### config.mk
export PLATFORM = sky130hd
export DESIGN_NAME = axi_mem_arbiter
export DESIGN_NICKNAME = d
export VERILOG_FILES = /design/src/rtl/axi_mem_arbiter.sv
export SDC_FILE = /design/constraint.sdc
export NUM_CORES = 1
export LEC_CHECK = 0
export BUFFER_PORTS_ARGS = -buffer_cell sky130_fd_sc_hd__buf_2
export CAP_MARGIN = 20
export CORE_AREA = 2 2 126 128
export DETAILED_ROUTE_END_ITERATION = 7
export DIE_AREA = 0 0 128 130
export GPL_ROUTABILITY_DRIVEN = 0
export PLACE_DENSITY = 0.65
export SLEW_MARGIN = 20
export SYNTH_ARGS = -nofsm -noshare
export SYNTH_HDL_FRONTEND = slang
export SYNTH_SLANG_ARGS = --single-unit
### constraint.sdc
create_clock -name clk -period 3.73 [get_ports clk]
set_input_delay 0.746 -clock clk [delete_from_list [all_inputs] [get_ports clk]]
set_output_delay 0.746 -clock clk [all_outputs]
set_load 0.03 [all_outputs]
### src/rtl/axi_mem_arbiter.sv
// Two-requester native-memory to AXI4-Lite arbiter, one transaction in flight.
// Define AXI_MEM_ARB_FIXED_PRIO_EN for fixed priority (requester 0 wins).
module axi_mem_arbiter #(
  parameter logic [2:0] INSTR_ARPROT = 3'b100
) (
  input  logic        clk,
  input  logic        reset,
  input  logic [1:0]  req_valid,
  input  logic [1:0]  req_instr,
  input  logic [63:0] req_addr,
  input  logic [63:0] req_wdata,
  input  logic [7:0]  req_wstrb,
  output logic [1:0]  req_ready,
  output logic [31:0] req_rdata,
  output logic        mem_axi_awvalid,
  input  logic        mem_axi_awready,
  output logic [31:0] mem_axi_awaddr,
  output logic [2:0]  mem_axi_awprot,
  output logic        mem_axi_wvalid,
  input  logic        mem_axi_wready,
  output logic [31:0] mem_axi_wdata,
  output logic [3:0]  mem_axi_wstrb,
  input  logic        mem_axi_bvalid,
  output logic        mem_axi_bready,
  output logic        mem_axi_arvalid,
  input  logic        mem_axi_arready,
  output logic [31:0] mem_axi_araddr,
  output logic [2:0]  mem_axi_arprot,
  input  logic        mem_axi_rvalid,
  output logic        mem_axi_rready,
  input  logic [31:0] mem_axi_rdata
);

  typedef enum logic [1:0] {
    IDLE, ADDR, RESP, DONE
  } state_e;

  state_e      state_q;
  logic        grant_q;
  logic        instr_q;
  logic [31:0] addr_q;
  logic [31:0] wdata_q;
  logic [3:0]  wstrb_q;
  logic        aw_done_q;
  logic        w_done_q;
  logic        awvalid_q;
  logic        wvalid_q;
  logic        arvalid_q;
  logic        bready_q;
  logic        rready_q;
  logic [1:0]  req_ready_q;
  logic [31:0] rdata_q;
`ifndef AXI_MEM_ARB_FIXED_PRIO_EN
  logic        last_grant_q;
`endif

  logic        pick;
  logic [31:0] sel_addr;
  logic [31:0] sel_wdata;
  logic [3:0]  sel_wstrb;
  logic        sel_instr;
  logic        aw_hs;
  logic        w_hs;

  always_comb begin
`ifdef AXI_MEM_ARB_FIXED_PRIO_EN
    pick = ~req_valid[0];
`else
    // On contention, serve whoever was not served last
    pick = (&req_valid) ? ~last_grant_q : ~req_valid[0];
`endif
  end

  assign sel_addr  = pick ? req_addr[63:32]  : req_addr[31:0];
  assign sel_wdata = pick ? req_wdata[63:32] : req_wdata[31:0];
  assign sel_wstrb = pick ? req_wstrb[7:4]   : req_wstrb[3:0];
  assign sel_instr = pick ? req_instr[1]     : req_instr[0];

  assign aw_hs = awvalid_q & mem_axi_awready;
  assign w_hs  = wvalid_q & mem_axi_wready;

  always_ff @(posedge clk) begin
    if (reset) begin
      state_q      <= IDLE;
      grant_q      <= 1'b0;
      instr_q      <= 1'b0;
      addr_q       <= '0;
      wdata_q      <= '0;
      wstrb_q      <= '0;
      aw_done_q    <= 1'b0;
      w_done_q     <= 1'b0;
      awvalid_q    <= 1'b0;
      wvalid_q     <= 1'b0;
      arvalid_q    <= 1'b0;
      bready_q     <= 1'b0;
      rready_q     <= 1'b0;
      req_ready_q  <= '0;
      rdata_q      <= '0;
`ifndef AXI_MEM_ARB_FIXED_PRIO_EN
      last_grant_q <= 1'b1;
`endif
    end else begin
      req_ready_q <= '0;
      unique case (state_q)
        IDLE: begin
          if (|req_valid) begin
            grant_q   <= pick;
            addr_q    <= sel_addr;
            wdata_q   <= sel_wdata;
            wstrb_q   <= sel_wstrb;
            instr_q   <= sel_instr;
            aw_done_q <= 1'b0;
            w_done_q  <= 1'b0;
`ifndef AXI_MEM_ARB_FIXED_PRIO_EN
            last_grant_q <= pick;
`endif
            if (|sel_wstrb) begin
              awvalid_q <= 1'b1;
              wvalid_q  <= 1'b1;
            end else begin
              arvalid_q <= 1'b1;
            end
            state_q <= ADDR;
          end
        end
        ADDR: begin
          if (|wstrb_q) begin
            if (aw_hs) begin
              awvalid_q <= 1'b0;
              aw_done_q <= 1'b1;
            end
            if (w_hs) begin
              wvalid_q <= 1'b0;
              w_done_q <= 1'b1;
            end
            if ((aw_done_q | aw_hs) & (w_done_q | w_hs)) begin
              bready_q <= 1'b1;
              state_q  <= RESP;
            end
          end else if (mem_axi_arready) begin
            arvalid_q <= 1'b0;
            rready_q  <= 1'b1;
            state_q   <= RESP;
          end
        end
        RESP: begin
          if (rready_q & mem_axi_rvalid) begin
            rready_q              <= 1'b0;
            rdata_q               <= mem_axi_rdata;
            req_ready_q[grant_q]  <= 1'b1;
            state_q               <= DONE;
          end else if (bready_q & mem_axi_bvalid) begin
            bready_q              <= 1'b0;
            req_ready_q[grant_q]  <= 1'b1;
            state_q               <= DONE;
          end
        end
        DONE: state_q <= IDLE;
        default: state_q <= IDLE;
      endcase
    end
  end

  assign req_ready       = req_ready_q;
  assign req_rdata       = rdata_q;
  assign mem_axi_awvalid = awvalid_q;
  assign mem_axi_awaddr  = addr_q;
  assign mem_axi_awprot  = 3'b000;
  assign mem_axi_wvalid  = wvalid_q;
  assign mem_axi_wdata   = wdata_q;
  assign mem_axi_wstrb   = wstrb_q;
  assign mem_axi_bready  = bready_q;
  assign mem_axi_arvalid = arvalid_q;
  assign mem_axi_araddr  = addr_q;
  assign mem_axi_arprot  = instr_q ? INSTR_ARPROT : 3'b000;
  assign mem_axi_rready  = rready_q;

endmodule

# Word level (Yosys, flattened, before mapping)
# Cells that the tools add are included.
dict set report totals {
  out_inout_bits 145
  register_bits 114
  wordCells 111
}
dict set report classes {
  eq_ne 18
  muxes 46
  magnitude_cmp 2
  n_reduce_logical 19
  bitwise_logic 10
}
# op n
set op_table {}
lappend op_table {{$mux 32} 2}
lappend op_table {{$mux 1} 25}
lappend op_table {{$ne 2x2->1 const B} 12}
lappend op_table {{$reduce_and 5->1} 4}
lappend op_table {{$mux 2} 8}
lappend op_table {{$reduce_and 4->1} 4}
lappend op_table {{$pmux 1 s2} 7}
lappend op_table {{$ne 3x3->1 const B} 3}
lappend op_table {{$pmux 2 s4} 1}
lappend op_table {{$reduce_or 4->1} 2}
lappend op_table {{$reduce_and 2->1} 3}
lappend op_table {{$and 1x1->1} 5}
lappend op_table {{$eq 2x2->1 const B} 2}
lappend op_table {{$mux 4} 1}
lappend op_table {{$reduce_bool 2->1} 2}
lappend op_table {{$reduce_or 2->1} 2}
lappend op_table {{$mux 3} 1}
lappend op_table {{$not 1->1} 3}
lappend op_table {{$eq 2x1->1 const B} 1}
lappend op_table {{$logic_not 2->1} 1}
lappend op_table {{$lt 1x2->1 const B} 1}
lappend op_table {{$or 1x1->1} 2}
lappend op_table {{$demux 1 s1} 1}
lappend op_table {{$ge 1x1->1 const B} 1}
lappend op_table {{$logic_and 1x1->1} 1}

# Logic depth before layout (Yosys ltp)
dict set report depth {
  depth_word 7
  mapped_depth 8
  ltp_nobuf 7
}

# Worst setup path before layout
# Ideal clock, no wire load.
dict set report synth_path {
  path_type {input-to-reg}
  start {input req_wstrb[4]}
  end {register arvalid_q, in the netlist mem_axi_arvalid}
  t_required_ns 3.644
  setup_time_ns 0.086
  n_path_buf 0
  slack_ns 1.730
  arrival_time_ns 1.914
  path_stages 5
  path_cell_list {or4_1 a21o_1 a311oi_2 nor2_1 a211oi_1}
}
dict set report synth_via {
  elab_chain_len 4
}
# item line
set synth_lines {}
lappend synth_lines {{start, declared} 12} ;# input logic [7:0] req_wstrb,
lappend synth_lines {{$mux 4} 76} ;# assign sel_wstrb = pick ? req_wstrb[7:4] : req_wstrb[3:0];
lappend synth_lines {{$reduce_or 4->1} 117} ;# if (|sel_wstrb) begin
lappend synth_lines {{$ne 2x2->1 (no line)} n/a}
lappend synth_lines {{$reduce_and 5->1 (no line)} n/a}
lappend synth_lines {{end signal, assigned} 94} ;# arvalid_q <= 1'b0;
lappend synth_lines {{end signal, assigned} 121} ;# arvalid_q <= 1'b1;
lappend synth_lines {{end signal, assigned} 141} ;# arvalid_q <= 1'b0;
lappend synth_lines {{end, declared} 48} ;# logic arvalid_q;
# Every way passes these cells.
# A chain may end at the register's enable or synchronous reset.

# Worst setup path in the final report
dict set report layout_path {
  start {register state_q[0]}
  end {register wstrb_q[2], in the netlist mem_axi_wstrb[2]}
}
dict set report layout_via {
  elab_chain_len 2
}
# item line
set layout_lines {}
lappend layout_lines {{start, declared} 38} ;# state_e state_q;
lappend layout_lines {{start signal, assigned} 84} ;# state_q <= IDLE;
lappend layout_lines {{start signal, assigned} 123} ;# state_q <= ADDR;
lappend layout_lines {{start signal, assigned} 138} ;# state_q <= RESP;
lappend layout_lines {{$logic_not 2->1} 104} ;# unique case (state_q)
lappend layout_lines {{$reduce_and 2->1 (no line)} n/a}
lappend layout_lines {{end signal, assigned} 110} ;# wstrb_q <= sel_wstrb;
lappend layout_lines {{end, declared} 43} ;# logic [3:0] wstrb_q;
# Every way passes these cells.

==> metrics.csv <==
metric,value,unit
largest family of logic cells by synthesized area,simple AND/OR/NAND/NOR gates,
crit start category,register,
CTS sink cnt,114,
Gate Count Post-Synth,651,
Hold EP,req_rdata[6],
CP max stage cell,buf_4,
largest cells by area after synthesis,"dfxtp_1, a311oi_1, nand2_1, nand3_1, buf_4",
worst-path cell chain,"inv_1, ha_1, nor2b_4, buf_4, nor2_1, a311oi_1",
most frequent cells after synthesis,"nand2_1, dfxtp_1, nor2_1",
area grow syn2layout,40.1,%
reg2reg path depth,6,
CTS root buf,clkbuf_16,
CTS tree,done,
Clock transition at path regs,0.05,ns
drt via density,4.86,
first-pass GRT wire length,25300,µm
Post-Synth Simple-Gate Area,0.254,
Global Route Usage Sum,0.194,
Core ar.,15400,µm²
synthesized area,5100,µm²
syn_area_per_cell,7.84,µm²
CP Capture Type,register,
Critical Path Max Stage Delay,0.63,ns
RR Startpoint,state_q[0],
sequential fraction of the synthesis area,0.447,
final setup vio count,0,
status,finished clean,
Top Ports,324,
Achievable Freq,492,MHz
worst slew pin tran,0.801,ns
Slew headroom,0.466,
"Power, Total",0.00596,W
Ys Warns,0,
# rows,46,
R2R Path End,mem_axi_wstrb[2],
Synth cell types,37,
top-count cell post-synth,nand2_1,
pwr dens,834,nW/µm²
"Hold Vio Cnt, Final",0,
multiplexer share of the synthesized area,0.00417,
Die Area,16600,µm²
Post-synth EDFFs,0,
Synth Register Bits,114,
CTS max path bufs,2,
Tcrit/Tclk final,0.545,
Final ANT Viol Nets,0,
Antenna diodes,0,
"Worst Path Class, Setup",register to register,
max-slew violation count,0,
HPWL after detailed placement,11900,µm
leak pwr,3.45,nW
Initial Util,0.331,
IO buf count,318,
Post-Synth XOR/XNOR Area,0,
reg2reg setup slack,1.70,ns
drc violations,0,
grt total ovfl,0,
RSZ-0062 raised after global routing,no,
Synth top area share,0.447,
layout cells sized above 1,0.398,
Synth Area in Compound Gates,0.182,
Tmin final,2.03,ns
hold path depth,2,
initial antenna violation count,0,
Clock Skew,0.00642,ns
worst hold path class,register to register,
worst hold start,req_rdata[6],
worst endpoint required time,4.05,ns
Initial DRC Count,272,
cts hold-fix bufs,0,
Worst IR Drop VDD,0.000539,V
via count,5394,
largest net degree at the start of global routing,85,
post-CTS setup buffers,0,
setup TNS,0,ns
CTS resizes,0,
Max Cap Viol,0,
ys async rst share,0,
CP Max Fanout,84,
crit path DAT,2.35,ns
die width,128,µm
adder-cell share of the synthesized area,0.00735,
vias in the first global route,4905,
clk_lat worst skew,0.41,ns
die span in y,130,µm
WL/cell,15.1,µm
Synth Flop Type,dfxtp_1,
H-Tree Level Count,4,
# nets final,1087,
"area leader, netlist",dfxtp_1,
CTS Buf Count,17,
DR pass1 iterations,4,
overall routed net length,16800,µm
## power by group
group	switching, W	leakage, nW	internal [W]
Clock	0.000567	0.298	0.00111
Sequential	0.000223	0.938	0.00155
Combinational	0.00175	2.21	0.000761
## flip-flops by register name, indices dropped and copies added, names as in the netlist, 2 cells and up
signal          flops
mem_axi_wdata      32
req_rdata          32
mem_axi_araddr     32
mem_axi_wstrb       4
req_ready           2
state_q             2
## worst max-delay path, delay by kind of cell, from the launching register on
kind / cells / cell delay (ns)
buffers and inverters: 2 / 0.72
adder cells (fa/ha/maj): 1 / 0.33
flip-flops: 1 / 0.31
AND/OR/NAND/NOR: 2 / 0.31
AO/OA/AOI/OAI: 1 / 0.25
## metrics by stage
| stage | util | instances | setup slack (ns) | cell area [µm²] | hold slack [ns] |
|---|---|---|---|---|---|
| 2_1_floorplan | - | 655 | 1.73 | 5120 | 0.416 |
| 3_3_place_gp | 0.424 | 1078 | 1.44 | 6540 | 0.434 |
| 3_5_place_dp | 0.424 | 1078 | 1.36 | 6540 | 0.442 |
| 4_1_cts | 0.463 | 1109 | 1.70 | 7150 | 0.450 |
| 5_1_grt | 0.463 | 1109 | 1.47 | 7150 | 0.466 |
| 6_report | 0.463 | 1109 | 1.70 | 7150 | 0.450 |
## placed cells by master (no fill, tap or decap), types with 2 or more instances in the layout
cell	count
a211oi_1	3
a21boi_0	2
a21oi_1	37
a22oi_1	3
a311oi_1	69
and3_1	2
buf_2	317
buf_4	10
bufinv_16	3
clkbuf_16	17
clkbuf_8	4
clkinv_2	3
clkinvlp_4	2
conb_1	5
dfxtp_1	114
ha_1	3
inv_1	5
nand2_1	141
nand3_1	72
nor2_1	76
o21ai_0	3
or4_1	2
## metal layers
layer,wire length (µm),share of wire,global-route usage,vias up
li1,-,-,-,2741
met1,7130,0.43,0.244,2416
met2,8000,0.48,0.314,218
met3,1380,0.083,0.0685,19
met4,238,0.014,0.0640,0
met5,0,0,0,-
## cell type report
type,count,area [µm²]
clock buffer,22,484
clock inverter,9,129
fill,1598,8280
inverter,5,18.8
multi-input combinational,439,2310
sequential,114,2280
tap,192,240
timing repair buffer,328,1680
## worst max-delay path by stage
stage                               to          from  cells after the start  slack [ns]
finish                mem_axi_wstrb[2]    state_q[0]                      6        1.70
global route        mem_axi_araddr[11]    state_q[0]                      6        1.47
CTS                   mem_axi_wdata[6]    state_q[0]                      6        1.70
detailed placement    mem_axi_wdata[6]  req_valid[1]                      6        1.36
global placement    mem_axi_araddr[28]  req_valid[1]                      6        1.44
floorplan              mem_axi_arvalid  req_wstrb[4]                      5        1.73
## kinds of logic after synthesis
family	Yosys count
adder cells (fa/ha/maj)	3
multiplexers	2
AND/OR/NAND/NOR	305
flip-flops	114
other	1
buffers and inverters	102
AO/OA/AOI/OAI	124
Note: power is estimated with default switching activity, not from simulation.
